--- src/rtl/cpu_pkg.sv ---
// Shared constants for the multicycle CPU control sequencer: opcodes, states, field positions.
// Used by cpu_seq_ctrl (optional stall port enabled with macro CPU_SEQ_STALL_EN).
package cpu_pkg;

  localparam int IW_DEFAULT   = 16;
  localparam int NREG_DEFAULT = 8;

  localparam logic [2:0] OP_MV   = 3'b000;
  localparam logic [2:0] OP_MVI  = 3'b001;
  localparam logic [2:0] OP_ADD  = 3'b010;
  localparam logic [2:0] OP_SUB  = 3'b011;
  localparam logic [2:0] OP_XOR  = 3'b100;
  localparam logic [2:0] OP_JR   = 3'b101;
  localparam logic [2:0] OP_HALT = 3'b110;
  localparam logic [2:0] OP_NOP  = 3'b111;

  localparam int OPC_MSB = 15;
  localparam int OPC_LSB = 13;
  localparam int RX_MSB  = 12;
  localparam int RX_LSB  = 10;
  localparam int RY_MSB  = 9;
  localparam int RY_LSB  = 7;
  localparam int IMM_MSB = 9;
  localparam int IMM_LSB = 0;

  typedef enum logic [2:0] {
    S_FETCH = 3'd0,
    S_T1    = 3'd1,
    S_T2    = 3'd2,
    S_T3    = 3'd3,
    S_HALT  = 3'd4
  } state_t;

  function automatic logic is_alu_op(input logic [2:0] op);
    return (op == OP_ADD) || (op == OP_SUB) || (op == OP_XOR);
  endfunction

endpackage

--- src/rtl/dec3to8.sv ---
// Combinational 3-to-8 one-hot decoder with enable; all outputs low when disabled.
module dec3to8 #(
  parameter int NOUT = 8
) (
  input  logic            en,
  input  logic [2:0]      sel,
  output logic [NOUT-1:0] y
);

  always_comb begin
    y = '0;
    if (en) begin
      y[sel] = 1'b1;
    end
  end

endmodule

--- src/rtl/cpu_seq_ctrl.sv ---
// Multicycle control sequencer: latches one instruction per handshake and drives datapath strobes.
// Define CPU_SEQ_STALL_EN to add a 'stall' input that freezes the sequencer and zeroes all outputs.
module cpu_seq_ctrl
  import cpu_pkg::*;
#(
  parameter int IW   = 16,
  parameter int NREG = 8
) (
  input  logic            clk,
  input  logic            resetn,
`ifdef CPU_SEQ_STALL_EN
  input  logic            stall,
`endif
  input  logic [IW-1:0]   instr,
  input  logic            instr_valid,
  output logic            instr_ready,
  output logic            pc_inc,
  output logic [NREG-1:0] rin,
  output logic [NREG-1:0] rout,
  output logic            ain,
  output logic            gin,
  output logic            gout,
  output logic            pcin,
  output logic            immout,
  output logic            addsub,
  output logic            xorctrl,
  output logic            done,
  output logic            halted
);

  state_t        state_q, state_d;
  logic [IW-1:0] ir_q, ir_d;

  logic [2:0] op, rx, ry;
  logic       stall_w;
  logic       rin_en, rout_en;
  logic [2:0] rout_sel;
  logic       accept;

  assign op = ir_q[OPC_MSB:OPC_LSB];
  assign rx = ir_q[RX_MSB:RX_LSB];
  assign ry = ir_q[RY_MSB:RY_LSB];

  // The immediate itself is routed to the bus by the datapath; only its drive strobe lives here.
  logic unused_imm_bits;
  assign unused_imm_bits = ^ir_q[RY_LSB-1:IMM_LSB];

`ifdef CPU_SEQ_STALL_EN
  assign stall_w = stall;
`else
  assign stall_w = 1'b0;
`endif

  // Accept is gated by resetn so no PC increment is signalled while reset is asserted.
  assign accept = (state_q == S_FETCH) && instr_valid && !stall_w && resetn;

  always_comb begin
    state_d     = state_q;
    ir_d        = ir_q;
    instr_ready = 1'b0;
    pc_inc      = 1'b0;
    rin_en      = 1'b0;
    rout_en     = 1'b0;
    rout_sel    = rx;
    ain         = 1'b0;
    gin         = 1'b0;
    gout        = 1'b0;
    pcin        = 1'b0;
    immout      = 1'b0;
    addsub      = 1'b0;
    xorctrl     = 1'b0;
    done        = 1'b0;
    halted      = 1'b0;

    if (!stall_w) begin
      case (state_q)
        S_FETCH: begin
          instr_ready = 1'b1;
          if (accept) begin
            ir_d    = instr;
            pc_inc  = 1'b1;
            state_d = S_T1;
          end
        end

        S_T1: begin
          case (op)
            OP_MV: begin
              rout_en  = 1'b1;
              rout_sel = ry;
              rin_en   = 1'b1;
              done     = 1'b1;
              state_d  = S_FETCH;
            end
            OP_MVI: begin
              immout  = 1'b1;
              rin_en  = 1'b1;
              done    = 1'b1;
              state_d = S_FETCH;
            end
            OP_ADD, OP_SUB, OP_XOR: begin
              rout_en = 1'b1;
              ain     = 1'b1;
              state_d = S_T2;
            end
            OP_JR: begin
              rout_en = 1'b1;
              pcin    = 1'b1;
              done    = 1'b1;
              state_d = S_FETCH;
            end
            OP_HALT: begin
              done    = 1'b1;
              state_d = S_HALT;
            end
            default: begin
              done    = 1'b1;
              state_d = S_FETCH;
            end
          endcase
        end

        // Only ALU ops reach T2/T3; the guard keeps a corrupted state from issuing strobes.
        S_T2: begin
          if (is_alu_op(op)) begin
            rout_en  = 1'b1;
            rout_sel = ry;
            gin      = 1'b1;
            addsub   = (op == OP_SUB);
            xorctrl  = (op == OP_XOR);
            state_d  = S_T3;
          end else begin
            state_d = S_FETCH;
          end
        end

        S_T3: begin
          gout    = 1'b1;
          rin_en  = 1'b1;
          done    = 1'b1;
          state_d = S_FETCH;
        end

        S_HALT: begin
          halted = 1'b1;
        end

        default: begin
          state_d = S_FETCH;
        end
      endcase
    end
  end

  dec3to8 #(.NOUT(NREG)) u_dec_rin (
    .en  (rin_en),
    .sel (rx),
    .y   (rin)
  );

  dec3to8 #(.NOUT(NREG)) u_dec_rout (
    .en  (rout_en),
    .sel (rout_sel),
    .y   (rout)
  );

  always_ff @(posedge clk or negedge resetn) begin
    if (!resetn) begin
      state_q <= S_FETCH;
      ir_q    <= '0;
    end else begin
      state_q <= state_d;
      ir_q    <= ir_d;
    end
  end

endmodule

--- config.mk ---
export PLATFORM = sky130hd
export DESIGN_NAME = cpu_seq_ctrl
export DESIGN_NICKNAME = d
export VERILOG_FILES = /design/src/rtl/cpu_pkg.sv /design/src/rtl/dec3to8.sv /design/src/rtl/cpu_seq_ctrl.sv
export SDC_FILE = /design/constraint.sdc
export NUM_CORES = 1
export LEC_CHECK = 0
export CELL_PAD_IN_SITES_DETAIL_PLACEMENT = 0
export CELL_PAD_IN_SITES_GLOBAL_PLACEMENT = 1
export CORE_MARGIN = 8
export CORE_UTILIZATION = 25
export DETAILED_ROUTE_END_ITERATION = 6
export GPL_TIMING_DRIVEN = 1
export PLACE_DENSITY = 0.72
export SLEW_MARGIN = 10
export SYNTH_ARGS = -nofsm -noshare
export SYNTH_HDL_FRONTEND = slang
export SYNTH_SLANG_ARGS = --single-unit
--- constraint.sdc ---
create_clock -name clk -period 2 [get_ports clk]
set_clock_uncertainty 0.2 [all_clocks]
set_input_delay 0.4 -clock clk [delete_from_list [all_inputs] [get_ports clk]]
set_output_delay 0.4 -clock clk [all_outputs]
set_load 0.05 [all_outputs]
==> results summary <==
The worst setup path is of the reg2out kind. The area inside the core boundary is between 3000 and 4000 µm². Measured against the total synthesized area, the mux share comes to 10.68%.

The reg2reg setup slack is roughly 0.040 ns. At the end of routability-driven placement, the weighted congestion stood at 0.8149. The met1 wire length is ~1.5 mm. In this run the worst hold path is classified as in2async. The later-pin clock latency in the skew report is approximately 0.24 ns.

The fraction of synthesis flops using an asynchronous set or reset pin came out at 100.0%. The number of global-route vias before repair is 1,167. Summed over all layers, the routed wires come to 3.589 mm. The total congestion overflow came out at 0. The post-synthesis cell count is ~110. The number of distinct standard cells referenced by the synthesized netlist is 37.

Summing all non-filler instances in the final layout gives an area of roughly 2400 µm². The number of placement rows came out at 22. The final-report setup violation count is 26. The area growth from synthesis to final layout came out at 162.2%. The clock period minus final worst setup slack came out at roughly 2.6 ns. The per-instance average area after synthesis is approximately 8.7 µm². The number of max-cap violations came out at 0. The die width came out at 76.86 µm. CTS placed an instance of clkbuf_8 at the clock tree root.

The length of routed met3 wiring came out at 101 µm. The share of the synthesized netlist area taken by xor and xnor gates is less than 1%. The signal arrival time at the worst endpoint is between 2 and 2.5 ns. The total of flip-flops plus latches after synthesis is 12. The highest ir drop seen on vdd is between 0.7 and 0.8 mV. For this design, the slowest cell found on the critical path is dfrtp_2.

The transition time at the pin with the least slew margin is 0.4607 ns. The count of pins over their slew limit is 0. The share of the clock period used by the worst path after layout is 130.9%.

The clock input transition at the sequential cells of the worst setup and hold paths is approximately 0.05 ns. In the detailed route, the total length drawn on met2 is a little under 2 mm. TritonCTS built the clock tree. The combined area of the multi-input logic cells came out at 962.2 µm².

Across all setup checks in the final design, the least slack found is -0.6184 ns. The final design utilization is just under 70%. The detail-routed via count per cell came out at 4.901. The number of I/O pins came out at between 40 and 50. The count of buffers inserted at the top-level ports came out at 38.

The die covers 5907 µm². By area, the combinational part of the netlist is dominated by simple AND/OR/NAND/NOR gates. The number of antenna diodes came out at 0. The post-detailed-route DRC marker count is 0. The post-detailed-route count of antenna-violating nets came out at 0. The detailed-router iteration count before antenna repair is 2. Walking the worst path, the cells encountered are and3b_4 -> o21a_1 -> or4_4 -> a211oi_4 -> buf_12. After detailed routing, the average wire length per cell comes to approximately 15 µm. For this run, the slowest stage of the critical path takes ~0.46 ns. The flow ran to the end, but the final reports show violations. The depth of the most critical reg-to-reg path is 6. Setup repair after global routing could not meet its margin everywhere.

After detailed routing, no signal wire sits above met4. After Yosys synthesis, full adders, half adders and majority gates account for 0% of the synthesized area. Yosys mapped a number of flops with a built-in enable equal to 0. Summed over all instances, the cell type with the most area after synthesis is dfrtp_1. The initial antenna violation count is 0.

The buffer levels on the longest clock path is 2. The instance area after placement came out at approximately 2000 µm². The share of final-layout standard cells stronger than drive strength 1 is around 70%.

The largest fanout of any net on the critical path came out at 6. The final-stage net count came out at between 200 and 250. The prevailing post-synth register cell is dfrtp_1. The total power divided by cell area is roughly 1800 nW/µm².

The simple-gate area share of the yosys netlist came out at between 20% and 30%. The critical register-to-register path endpoint is ir_q[14]$_DFFE_PN0P_. Headroom to the max-slew limit came out at approximately 69%. The wire length of the first global-routing pass came out at around 5.7 mm.

When the netlist entered floorplanning its net count stood at approximately 130. The sequential fraction of the synthesis area came out at 32.43%. The floorplan die height is around 77 µm.

The filler cell count in the final layout is around 270. The footprint of the flip-flops and latches came out at between 300 and 400 µm². The violation count after the first detailed-routing iteration is 43. The nature of the critical path endpoint is an output pin.

The area share of the largest cell type after synthesis is approximately 32%. Ranked by total cell area, the synthesized netlist is headed by dfrtp_1 32%, a211oi_1 6.5%, nor2_1 5.3%, mux2_1 4.9%, mux2_2 3.6%. Across all layers, the routed design uses 1,137 vias. STA classifies the critical path startpoint as a flop. The largest net degree at the start of global routing came out at 13. In this run, CTS created clock tree buffers numbering 3. The H-tree depth is 1.

The achievable clock frequency came out at 381.9 MHz. The startpoint identified for the worst register-to-register timing path is state_q[1]$_DFFE_PN0P_. Summed over all cells, the static leakage comes to 0.0009022 µW. The checks that failed: negative setup slack.

The initial standard-cell utilization of the core is 25.68%. The total standard cell area after synthesis is between 900 and 1000 µm². For this run, the number of Yosys warnings is 0. The number of sinks driven by the clock tree is 12. Global routing used a little under an eighth of the available tracks.

Once detailed placement completed, the half-perimeter wirelength came to around 2.7 mm. The number of failing hold endpoints at the final stage is 0. The synthesized netlist devotes about a fifth of its cell area to compound gates. The critical path required time is between 1 and 1.5 ns.
## how the worst max path moves through the flow
stage | from | end | slack (ns)
2_1_floorplan | state_q[0]$_DFFE_PN0P_ | rout[0] | -0.56
3_3_place_gp | state_q[1]$_DFFE_PN0P_ | rout[5] | -0.37
3_5_place_dp | state_q[1]$_DFFE_PN0P_ | rout[5] | -0.46
4_1_cts | state_q[1]$_DFFE_PN0P_ | rout[0] | -0.60
5_1_grt | state_q[1]$_DFFE_PN0P_ | rout[6] | -0.69
6_report | state_q[1]$_DFFE_PN0P_ | rout[2] | -0.62
## stage by stage
step                setup WS [ns]  total power, µW  TNS (ns)  instances  hold WS, ns
floorplan                 -0.5647             2297    -6.763        107     -0.09559
detailed placement        -0.4622             3454    -3.681        215       0.3557
finish                    -0.6184             4383    -8.370        232       0.2977
CTS                       -0.6012             4167    -8.304        228       0.2976
global placement          -0.3686             3404    -3.187        215       0.3464
global route              -0.6891             4604    -10.09        232       0.3122
## routing by layer
layer | GRT usage [%] | vias up
met5 | 0 | -
met4 | 1.731 | 0
met3 | 1.981 | 2
met2 | 21.84 | 24
met1 | 12.79 | 565
li1 | - | 546
## cell usage after synthesis (3+ instances only)
library cell / number
a211oi_1: 8
buf_2: 4
dfrtp_1: 12
inv_1: 3
mux2_1: 4
mux2_2: 3
nand2_1: 5
nand2b_1: 4
nor2_1: 13
nor2b_1: 3
nor3_1: 4
nor3b_1: 3
o211ai_1: 4
o21a_1: 3
o21ai_0: 6
## power breakdown
| part | switching, µW | internal, µW | leakage, µW |
|---|---|---|---|
| Clock | 85.6 | 174 | 0.0000288 |
| Sequential | 183 | 370 | 0.000142 |
| Combinational | 1800 | 1770 | 0.000732 |
## cells in the final DEF, fill, tap and decap left out, types with 2 or more instances in the layout
master	count
mux2_4	5
buf_6	12
nand2b_1	3
dfrtp_2	4
dfrtp_1	8
nor3b_4	2
a211oi_4	8
mux2_2	2
o21ai_1	4
or4_4	2
nand4_1	2
nor2b_1	2
clkdlybuf4s50_1	11
nor3_4	3
inv_1	3
buf_12	24
nand2_1	5
nor2_1	2
nor4_4	2
o21a_1	3
nor2_4	10
clkbuf_8	4
buf_8	8
o21ai_0	2
o211ai_1	4
buf_4	25
## sequential cells by signal, summed over array words and instances, names as in the netlist
register / count
ir_q: 9
state_q: 3
## timing repair
action	in CTS	in global routing
resized for setup	37	20
hold buffers	0	0
hold endpoints to repair	0	0
cloned	0	0
endpoints found under the setup margin	25	26
pin swaps	15	18
setup buffers	9	6
## cell families after synthesis
group                  Yosys count
AND/OR/NAND/NOR                 48
AO/OA/AOI/OAI                   27
flip-flops                      12
buffers and inverters           10
multiplexers                     9
XOR/XNOR                         1
## critical path, delay by kind of cell (launching register included)
family / cells / cell delay, ns
compound gates: 2 / 0.47
buf+inv: 1 / 0.17
flops: 1 / 0.46
simple gates: 2 / 0.68
## layout make-up
class | count | share of cell area, %
timing repair buffer | 80 | 42.58
multi-input combinational | 85 | 39.64
sequential | 12 | 12.58
tap | 48 | 2.474
clock buffer | 4 | 2.268
inverter | 3 | 0.4639
No activity file was read; power rests on OpenSTA's default activity.
